--- src/rtl/core_ctrl_pkg.sv ---
// Shared types and instruction-word layout for the core instruction sequencer.
package core_ctrl_pkg;

  localparam int unsigned INST_W    = 41;
  localparam int unsigned A_FIELD_W = 8;
  localparam int unsigned A_PMEM_W  = 9;
  localparam int unsigned SKEW_W    = 3;

  // Bit positions of every field in the core instruction word
  localparam int unsigned B_MAX_POOL    = 40;
  localparam int unsigned B_PSUM_BYPASS = 39;
  localparam int unsigned B_ACC         = 38;
  localparam int unsigned B_CEN_PMEM    = 37;
  localparam int unsigned B_WEN_PMEM    = 36;
  localparam int unsigned B_A_PMEM_LSB  = 27;
  localparam int unsigned B_CEN1        = 26;
  localparam int unsigned B_A1_LSB      = 18;
  localparam int unsigned B_CEN0        = 17;
  localparam int unsigned B_WEN0        = 16;
  localparam int unsigned B_A0_LSB      = 8;
  localparam int unsigned B_OFIFO_RD    = 7;
  localparam int unsigned B_IFIFO_WR    = 6;
  localparam int unsigned B_IFIFO_RD    = 5;
  localparam int unsigned B_L0_RD       = 4;
  localparam int unsigned B_L0_WR       = 3;
  localparam int unsigned B_MODE        = 2;
  localparam int unsigned B_EXECUTE     = 1;
  localparam int unsigned B_LOAD        = 0;

  typedef enum logic [2:0] {
    IDLE    = 3'd0,
    EXEC    = 3'd1,
    SHIFT   = 3'd2,
    FLUSH   = 3'd3,
    READOUT = 3'd4
  } state_t;

  // Core-control bits that trail the memory fields by the skew depth
  typedef struct packed {
    logic mode;
    logic execute;
    logic load;
  } skew_t;

  localparam logic [INST_W-1:0] INST_ONE = INST_W'(1);

  // Idle word: every memory disabled, every strobe low
  localparam logic [INST_W-1:0] INST_DEFAULT =
      (INST_ONE << B_CEN_PMEM) | (INST_ONE << B_WEN_PMEM) |
      (INST_ONE << B_CEN1)     | (INST_ONE << B_CEN0)     |
      (INST_ONE << B_WEN0);

endpackage

--- src/rtl/core_inst_sequencer_if.sv ---
// Host-side control/status bundle of the core instruction sequencer.
interface core_inst_sequencer_if
  import core_ctrl_pkg::*;
#(
  parameter int unsigned ADDR_W = 8
);

  logic              start;
  logic [ADDR_W-1:0] cfg_len_nij;
  logic              cfg_mode;
  logic              cfg_maxpool;
  logic              l0_ready;
  logic              ififo_ready;
  logic              ofifo_valid;
  logic [INST_W-1:0] inst;
  logic              busy;
  logic              done;

  modport master (
    output start, cfg_len_nij, cfg_mode, cfg_maxpool,
    output l0_ready, ififo_ready, ofifo_valid,
    input  inst, busy, done
  );

  modport slave (
    input  start, cfg_len_nij, cfg_mode, cfg_maxpool,
    input  l0_ready, ififo_ready, ofifo_valid,
    output inst, busy, done
  );

endinterface

--- src/rtl/inst_skew_pipe.sv ---
// Fixed-depth delay line that lags mode/execute/load behind the memory fields.
module inst_skew_pipe #(
  parameter int unsigned WIDTH = 3,
  parameter int unsigned DEPTH = 3
) (
  input  logic             clk,
  input  logic             reset,
  input  logic [WIDTH-1:0] din,
  output logic [WIDTH-1:0] dout
);

  logic [WIDTH-1:0] stage [DEPTH];

  always_ff @(posedge clk) begin
    if (!reset) begin
      for (int unsigned i = 0; i < DEPTH; i++) stage[i] <= '0;
    end else begin
      stage[0] <= din;
      for (int unsigned i = 1; i < DEPTH; i++) stage[i] <= stage[i-1];
    end
  end

  assign dout = stage[DEPTH-1];

endmodule

--- src/rtl/core_inst_sequencer.sv ---
// Generates the 41-bit core instruction stream for one output-stationary tile
// pass: operand fetch/execute, PE drain, skew flush and OFIFO readout.
module core_inst_sequencer
  import core_ctrl_pkg::*;
#(
  parameter int unsigned       ROW          = 8,
  parameter int unsigned       COL          = 8,
  parameter int unsigned       ADDR_W       = 8,
  parameter logic [ADDR_W-1:0] ACT_BASE     = 8'h00,
  parameter logic [ADDR_W-1:0] W_BASE       = 8'h80,
  parameter int unsigned       SHIFT_CYCLES = ROW + COL,
  parameter int unsigned       SKEW         = 3
) (
  input  logic                  clk,
  input  logic                  reset,
  core_inst_sequencer_if.slave  bus
);

  localparam int unsigned CNT_W = 16;

  state_t              state;
  logic [ADDR_W-1:0]   len_q;
  logic [ADDR_W-1:0]   k;
  logic                mode_q;
  logic                maxpool_q;
  logic [CNT_W-1:0]    phase_cnt;
  logic [CNT_W-1:0]    rd_cnt;
  logic [INST_W-1:0]   inst_q;
  logic                busy_q;
  logic                done_q;
  logic                issue_c;
  skew_t               push_c;
  skew_t               skew_out;

  assign issue_c = (state == EXEC) && bus.l0_ready && bus.ififo_ready;

  // Control bits entering the skew line this cycle; stalls push execute=0
  always_comb begin
    push_c = '0;
    case (state)
      EXEC:    push_c = '{mode: mode_q, execute: issue_c, load: 1'b0};
      SHIFT:   push_c = '{mode: mode_q, execute: 1'b0,    load: 1'b1};
      default: push_c = '0;
    endcase
  end

  inst_skew_pipe #(
    .WIDTH (SKEW_W),
    .DEPTH (SKEW)
  ) u_skew (
    .clk   (clk),
    .reset (reset),
    .din   (push_c),
    .dout  (skew_out)
  );

  always_ff @(posedge clk) begin
    if (!reset) begin
      state     <= IDLE;
      len_q     <= '0;
      k         <= '0;
      mode_q    <= 1'b0;
      maxpool_q <= 1'b0;
      phase_cnt <= '0;
      rd_cnt    <= '0;
      inst_q    <= INST_DEFAULT;
      busy_q    <= 1'b0;
      done_q    <= 1'b0;
    end else begin
      // Per-cycle defaults: memories disabled, readout strobes low
      done_q                 <= 1'b0;
      inst_q[B_CEN0]         <= 1'b1;
      inst_q[B_CEN1]         <= 1'b1;
      inst_q[B_OFIFO_RD]     <= 1'b0;
      inst_q[B_MAX_POOL]     <= 1'b0;
      inst_q[B_PSUM_BYPASS]  <= 1'b0;
      inst_q[B_ACC]          <= 1'b0;
      inst_q[B_A_PMEM_LSB +: A_PMEM_W] <= '0;

      // Strobes derived from the previous instruction word
      inst_q[B_L0_WR]    <= ~inst_q[B_CEN0] & inst_q[B_WEN0];
      inst_q[B_L0_RD]    <= inst_q[B_L0_WR];
      inst_q[B_IFIFO_WR] <= ~inst_q[B_CEN1];
      inst_q[B_IFIFO_RD] <= inst_q[B_IFIFO_WR];

      inst_q[B_MODE]    <= skew_out.mode;
      inst_q[B_EXECUTE] <= skew_out.execute;
      inst_q[B_LOAD]    <= skew_out.load;

      case (state)
        IDLE: begin
          if (bus.start) begin
            if (bus.cfg_len_nij != '0) begin
              len_q     <= bus.cfg_len_nij;
              mode_q    <= bus.cfg_mode;
              maxpool_q <= bus.cfg_maxpool;
              k         <= '0;
              busy_q    <= 1'b1;
              state     <= EXEC;
            end else begin
              done_q <= 1'b1;
            end
          end
        end

        EXEC: begin
          // Addresses hold their last issued value across stalls
          if (issue_c) begin
            inst_q[B_CEN0] <= 1'b0;
            inst_q[B_CEN1] <= 1'b0;
            inst_q[B_A0_LSB +: A_FIELD_W] <= A_FIELD_W'(ADDR_W'(ACT_BASE + k));
            inst_q[B_A1_LSB +: A_FIELD_W] <= A_FIELD_W'(ADDR_W'(W_BASE + k));
            k <= k + ADDR_W'(1);
            if ((k + ADDR_W'(1)) == len_q) begin
              phase_cnt <= '0;
              state     <= SHIFT;
            end
          end
        end

        SHIFT: begin
          if (phase_cnt == CNT_W'(SHIFT_CYCLES - 1)) begin
            phase_cnt <= '0;
            state     <= FLUSH;
          end else begin
            phase_cnt <= phase_cnt + CNT_W'(1);
          end
        end

        FLUSH: begin
          if (phase_cnt == CNT_W'(SKEW - 1)) begin
            phase_cnt <= '0;
            rd_cnt    <= '0;
            state     <= READOUT;
          end else begin
            phase_cnt <= phase_cnt + CNT_W'(1);
          end
        end

        READOUT: begin
          if (rd_cnt == CNT_W'(COL)) begin
            done_q <= 1'b1;
            busy_q <= 1'b0;
            state  <= IDLE;
          end else if (bus.ofifo_valid) begin
            inst_q[B_OFIFO_RD] <= 1'b1;
            inst_q[B_MAX_POOL] <= maxpool_q;
            rd_cnt             <= rd_cnt + CNT_W'(1);
          end
        end

        default: state <= IDLE;
      endcase
    end
  end

  assign bus.inst = inst_q;
  assign bus.busy = busy_q;
  assign bus.done = done_q;

endmodule

--- src/flat_wrapper.sv ---
// flat-port wrapper written by rule: the top's interface ports become plain ports
module core_inst_sequencer_flat import core_ctrl_pkg::*;
#(
  parameter int unsigned       ROW          = 8,
  parameter int unsigned       COL          = 8,
  parameter int unsigned       ADDR_W       = 8,
  parameter logic [ADDR_W-1:0] ACT_BASE     = 8'h00,
  parameter logic [ADDR_W-1:0] W_BASE       = 8'h80,
  parameter int unsigned       SHIFT_CYCLES = ROW + COL,
  parameter int unsigned       SKEW         = 3
)
  (clk, reset, bus_start, bus_cfg_len_nij, bus_cfg_mode, bus_cfg_maxpool, bus_l0_ready, bus_ififo_ready, bus_ofifo_valid, bus_inst, bus_busy, bus_done);
  core_inst_sequencer_if #(.ADDR_W(ADDR_W)) bus_i ();
  input  logic clk;
  input  logic reset;
  input wire logic [$bits(bus_i.start)-1:0] bus_start;
  input wire logic [$bits(bus_i.cfg_len_nij)-1:0] bus_cfg_len_nij;
  input wire logic [$bits(bus_i.cfg_mode)-1:0] bus_cfg_mode;
  input wire logic [$bits(bus_i.cfg_maxpool)-1:0] bus_cfg_maxpool;
  input wire logic [$bits(bus_i.l0_ready)-1:0] bus_l0_ready;
  input wire logic [$bits(bus_i.ififo_ready)-1:0] bus_ififo_ready;
  input wire logic [$bits(bus_i.ofifo_valid)-1:0] bus_ofifo_valid;
  output wire logic [$bits(bus_i.inst)-1:0] bus_inst;
  output wire logic [$bits(bus_i.busy)-1:0] bus_busy;
  output wire logic [$bits(bus_i.done)-1:0] bus_done;
  assign bus_i.start = bus_start;
  assign bus_i.cfg_len_nij = bus_cfg_len_nij;
  assign bus_i.cfg_mode = bus_cfg_mode;
  assign bus_i.cfg_maxpool = bus_cfg_maxpool;
  assign bus_i.l0_ready = bus_l0_ready;
  assign bus_i.ififo_ready = bus_ififo_ready;
  assign bus_i.ofifo_valid = bus_ofifo_valid;
  assign bus_inst = bus_i.inst;
  assign bus_busy = bus_i.busy;
  assign bus_done = bus_i.done;
  core_inst_sequencer #(.ROW(ROW), .COL(COL), .ADDR_W(ADDR_W), .ACT_BASE(ACT_BASE), .W_BASE(W_BASE), .SHIFT_CYCLES(SHIFT_CYCLES), .SKEW(SKEW)) u_core (.clk(clk), .reset(reset), .bus(bus_i));
endmodule
--- config.mk ---
export PLATFORM = sky130hd
export DESIGN_NAME = core_inst_sequencer_flat
export DESIGN_NICKNAME = d
export VERILOG_FILES = /design/src/rtl/core_ctrl_pkg.sv /design/src/rtl/core_inst_sequencer_if.sv /design/src/rtl/inst_skew_pipe.sv /design/src/rtl/core_inst_sequencer.sv /design/src/flat_wrapper.sv
export SDC_FILE = /design/constraint.sdc
export NUM_CORES = 1
export LEC_CHECK = 0
export BUFFER_PORTS_ARGS = -buffer_cell sky130_fd_sc_hd__buf_2
export CORE_ASPECT_RATIO = 0.7
export CORE_MARGIN = 3
export CORE_UTILIZATION = 52
export CTS_CLUSTER_DIAMETER = 120
export CTS_CLUSTER_SIZE = 14
export DETAILED_ROUTE_END_ITERATION = 8
export GPL_TIMING_DRIVEN = 0
export PLACE_DENSITY = 0.82
export SLEW_MARGIN = 20
export SYNTH_ARGS = -nofsm -noshare
export SYNTH_HDL_FRONTEND = slang
export SYNTH_SLANG_ARGS = --single-unit
export TNS_END_PERCENT = 100
--- constraint.sdc ---
create_clock -name clk -period 2.05 [get_ports clk]
set_clock_uncertainty 0.05 [all_clocks]
set_input_delay 0.41 -clock clk [delete_from_list [all_inputs] [get_ports clk]]
set_output_delay 0.41 -clock clk [all_outputs]
set_load 0.02 [all_outputs]
; Word level (Yosys, flattened, before mapping)
; Memories as Yosys holds them, arrays and structs flattened. A register that Yosys moved wholly into a read port is not among the register bits.
; Cells that the tools add are included.
[totals]
word_cells = 101
output_inout_bits = 43
ram_bits = 9
memories = 1
ff_bits = 93
[memory_table]
columns = name, depth, width, rd, rd_ports_with_merged_regs, wr, line_no
row1 = u_core.u_skew.stage, 3, 3, 3, 1, 3, inst_skew_pipe.sv:12  ; logic [WIDTH-1:0] stage [DEPTH];
[op_classes]
eq_ne = 17
mux = 37
addsub = 4
reduce_logical = 19
bitwise_logic = 8
[op_table]
columns = op, count
row1 = $mux W16, 7
row2 = $pmux W16 S3, 1
row3 = $add A16 B1 Y16 const B, 2
row4 = $eq A16 B4 Y1 const B, 2
row5 = $pmux W16 S2, 1
row6 = $mux W3, 10
row7 = $mux W8, 3
row8 = $eq A16 B2 Y1 const B, 1
row9 = $pmux W8 S2, 1
row10 = $pmux W3 S5, 1
row11 = $reduce_and A4 Y1, 3
row12 = $mux W10, 1
row13 = $ne A2 B1 Y1 const B, 5
row14 = $mux W1, 9
row15 = $add A8 B1 Y8 const B, 1
row16 = $add A8 B8 Y8 const A, 1
row17 = $eq A8 B8 Y1, 1
row18 = $ne A2 B2 Y1 const B, 4
row19 = $reduce_bool A8 Y1, 1
row20 = $reduce_and A7 Y1, 1
row21 = $eq A3 B2 Y1 const B, 2
row22 = $pmux W3 S2, 1
row23 = $reduce_and A3 Y1, 2
row24 = $reduce_bool A2 Y1, 3
row25 = other kinds (12), 21

; Depth between registers and ports, before layout
[depth]
ltp_word = 5
ltp_mapped = 8
mapped_depth_nobuf = 7

; By module
; From an unflattened synthesis, not the netlist that was laid out.
[hier_totals]
hier_cells = 462
area_unflattened_um2 = 3970.1
[modules_own_cells]
columns = module, instances, cells_each, seq_area_each_um2, area_per_inst_um2
row1 = core_inst_sequencer, 1, 441, 1441.4, 3711.1
row2 = inst_skew_pipe, 1, 21, 180.2, 259.0

; Worst setup path after synthesis
; Ideal clock, no wire load.
[synth_timing]
path_kind = register to register
start = reg u_core.k[1]
end = reg u_core.phase_cnt[0]
path_stages_with_launch = 9
t_arrival_ps = 1934
path_slack_ps = -66
n_path_buf = 2
required_ps = 1868
cell_sequence = dfxtp_1 > ha_1 > buf_2 > or3b_2 > nand3_1 > a31oi_1 > a2111oi_4 > buf_6 > o22ai_1
[synth_via]
elab_chain_len = 4
[synth_rtl]
columns = element, line_no
row1 = start: declaration, core_inst_sequencer.sv:23  ; logic [ADDR_W-1:0] k;
row2 = start signal: assignment, core_inst_sequencer.sv:113  ; k <= k + ADDR_W'(1);
row3 = $add A8 B1 Y8, core_inst_sequencer.sv:114  ; if ((k + ADDR_W'(1)) == len_q) begin
row4 = $eq A8 B8 Y1, core_inst_sequencer.sv:114
row5 = $ne A2 B2 Y1 (no source line), -
row6 = $reduce_and A3 Y1 (no source line), -
row7 = end signal: assignment, core_inst_sequencer.sv:126  ; phase_cnt <= phase_cnt + CNT_W'(1);
row8 = end signal: assignment, core_inst_sequencer.sv:136  ; phase_cnt <= phase_cnt + CNT_W'(1);
row9 = end: declaration, core_inst_sequencer.sv:26  ; logic [CNT_W-1:0] phase_cnt;
; Every way passes these cells.
; A chain may end at the register's enable or synchronous reset.

; Final worst setup path
[layout_timing]
start = reg u_core.k[1]
end = reg u_core.phase_cnt[13]
; The elaborated chain is that of the path after synthesis.

==> results.py <==
metrics = {
    "run_status": {
        "status": "finished with violations",
        "violations": "setup timing",
    },
    "synth": {
        "avgSynthCellArea_um2": 8.52,
        "syn_area_um2": 4090,
        "synthFlopType": "dfxtp_1",
        "ys_ff_latch": 81,
        "synthCells": 480,
        "seq_area_frac_synth_pct": 39.7,
        "ys_warn_count": 0,
        "ys_types": 62,
        "synth-edff-count": 0,
        "async_reset_ff_share_pct": 0,
    },
    "layout": {
        "antenna_cells": 0,
        "fin_util_pct": 67.7,
        "final_nets": 575,
        "regArea_um2": 1630,
        "fill_cells": 604,
        "multiInputGateArea_um2": 2420,
        "finalNonFillerCells": 657,
        "area_growth_pct": 23.4,
        "drive_gt1_share_pct": 27.5,
    },
    "power_and_ir_drop": {
        "clkPwrFrac_pct": 38.2,
        "p_int_w": 0.00230,
        "ir_worst_vdd_mv": 0.374,
        "swShare_pct": 26.5,
        "p_comb_share_pct": 10.2,
        "p_switching_w": 0.000831,
        "powerDensity_nw_per_um2": 621,
        "leakage_nw": 2.00,
        "seqPwrFrac_pct": 51.6,
    },
    "setup_path": {
        "r2r_setup_slack_ns": -0.06,
        "start_kind": "register",
        "rr_startpoint": "u_core.k[1]",
        "cp-end-kind": "register",
        "critPathMaxFanout": 7,
        "crit_path_start": "u_core.k[1]",
        "cp-endpoint": "u_core.phase_cnt[13]",
        "cp_data_required_time_ns": 2.26,
        "r2r-end": "u_core.phase_cnt[13]",
        "worstPathArrival_ns": 2.32,
        "reg2regPathDepth": 7,
        "worst-setup-path-type": "register to register",
    },
    "global_route": {
        "grt_use_met3_pct": 6.17,
        "antenna_found_initial": 0,
        "grt_pass1_wl_um": 15700,
        "busiest_layer": "met2",
        "met1_usage_pct": 29.0,
        "grt_use_total_pct": 21.5,
        "overflow": 0,
        "grtUsageMet2_pct": 34.4,
        "grt_max_degree": 16,
        "grt_pass1_vias": 3289,
    },
    "routing": {
        "vias": 3789,
        "drc": 0,
        "ant_nets": 0,
        "vias_per_cell": 5.77,
        "first_iter_violations": 358,
        "routedWlPerCell_um": 15.4,
        "wl_um": 10100,
        "dr.pass1.iters": 5,
    },
    "clock_network": {
        "clk_latency_ns": 0.36,
        "cts_root_buffer": "clkbuf_8",
        "cts_hold_buffers": 0,
        "cts_tree": "built",
        "numCtsBuffers": 9,
        "clkSinkCount": 81,
        "cts_max_path_buffers": 2,
        "clkSlewWorstSetupHoldPaths_ns": 0.09,
        "htreeDepth": 3,
    },
    "floorplan": {
        "io_pins": 59,
        "die_h_um": 80.2,
        "die-area_um2": 8980,
        "rows": 26,
        "coreArea_um2": 7450,
        "die_w_um": 112,
        "start_util_pct": 54.9,
    },
    "timing": {
        "tightest_slew_ns": 0.640,
        "post-route-period-util_pct": 103,
        "fmax_mhz": 473,
        "fin_ws_ns": -0.0620,
        "slew_viol_final": 0,
        "fin_setup_tns_ns": -0.0910,
        "rsz0062_at_grt": "true",
        "setup-violations-final": 4,
        "slew_headroom_pct": 57.3,
        "period_needed_ns": 2.11,
        "hold_viol": 0,
    },
    "flow_run": {
        "max-cap-violations": 0,
    },
    "place": {
        "numPlacedInstances": 634,
        "dp_hpwl_um": 7070,
        "portBuffers": 44,
        "place.gp.congestion": 0.904,
    },
    "hold_path": {
        "min_path_type": "primary input to register",
    },
}
==> cell usage in the layout, fill, tap and decap left out, drive strengths merged, types with 11 or more instances in the layout <==
cell and instances:
a21oi 25, and2 17, buf 87, clkbuf 17, conb 14, dfxtp 81
inv 12, mux2i 19, nand2 56, nand3 25, nand4 13, nor2 27
o21ai 25, or3 11
==> synthesized netlist by cell type, drive strengths merged (11+ instances only) <==
library cell | count | area [um2]
a21oi | 25 | 125
and2 | 17 | 106
buf | 35 | 260
dfxtp | 81 | 1620
mux2i | 19 | 190
nand2 | 56 | 210
nand3 | 25 | 125
nand4 | 13 | 87.6
nor2 | 27 | 109
o21ai | 25 | 125
or3 | 11 | 68.8
==> sequential cells by signal (all words and copies together) (netlist names), 3 cells and up <==
register	cells
u_core.state	3
u_core.bus.inst	17
u_core.phase_cnt	16
u_core.u_skew.stage	9
u_core.rd_cnt	16
u_core.len_q	8
u_core.k	8
==> routing by layer <==
layer,vias to the layer above,part of all wire [%]
met3,16,8.0
met1,1778,45
met5,-,0
met4,0,1.1
li1,1829,-
met2,166,46
==> worst max-delay path, stage by stage, from the launching register on <==
cell,delay (ns)
dfxtp_4,0.37
ha_4,0.19
or3b_4,0.41
nand3_4,0.08
a31oi_4,0.10
buf_4,0.16
a2111o_1,0.38
a31o_2,0.26
==> cell type report <==
type | instances | area share (%)
inverters | 11 | 0.818
clock inverters | 7 | 1.54
multi-input cells | 356 | 48.0
well taps | 98 | 2.43
plain buffers | 42 | 5.93
repair buffers | 53 | 6.42
clock buffers | 9 | 2.45
flip-flops and latches | 81 | 32.4
==> cells by family after synthesis <==
logic type      Yosys count  share of synthesized area, %
compound gates           86                          13.7
other cells               2                         0.184
simple gates            217                          28.9
xor+xnor                 15                          3.21
mux                      19                          4.65
buf+inv                  55                          8.23
flops                    81                          39.7
fa+ha+maj                 5                          1.53
==> repair_timing <==
action | in CTS | in global routing
setup buffers | 7 | 1
gates resized for setup | 24 | 31
endpoints found under the setup margin | 30 | 30
pin swaps | 4 | 12
hold endpoints to repair | 0 | 0
gates cloned | 1 | 0
==> per-stage QoR <==
stage | total power, W | hold WS, ns | setup slack, ns | instance area [um2]
floorplan | 0.00187 | 0.362 | 0.0469 | 4180
global placement | 0.00193 | 0.356 | -0.212 | 4520
detailed placement | 0.00194 | 0.369 | -0.302 | 4520
CTS | 0.00313 | 0.222 | 0.0000813 | 4890
global route | 0.00327 | 0.220 | -0.0847 | 5050
finish | 0.00313 | 0.238 | -0.0620 | 5050
==> how the worst min path moves through the flow <==
stage,startpoint,slack [ns],endpoint,cells past startpoint
5_1_grt,bus_cfg_maxpool,0.22,u_core.maxpool_q,3
2_1_floorplan,u_core.u_skew.stage[2][0],0.36,u_core.bus.inst[0],1
3_5_place_dp,u_core.u_skew.stage[0][0],0.37,u_core.u_skew.stage[1][0],1
3_3_place_gp,u_core.bus.inst[17],0.36,u_core.bus.inst[3],1
6_report,bus_cfg_maxpool,0.24,u_core.maxpool_q,3
4_1_cts,bus_cfg_maxpool,0.22,u_core.maxpool_q,3
==> power groups by stage <==
stage	logic (W)	clock network, W	registers (W)
global placement	0.000278	0	0.00165
detailed placement	0.000286	0	0.00165
CTS	0.000301	0.00122	0.00162
floorplan	0.000215	0	0.00165
finish	0.000321	0.00120	0.00162
global route	0.000343	0.00130	0.00162
Note: power is estimated with default switching activity, not from simulation.
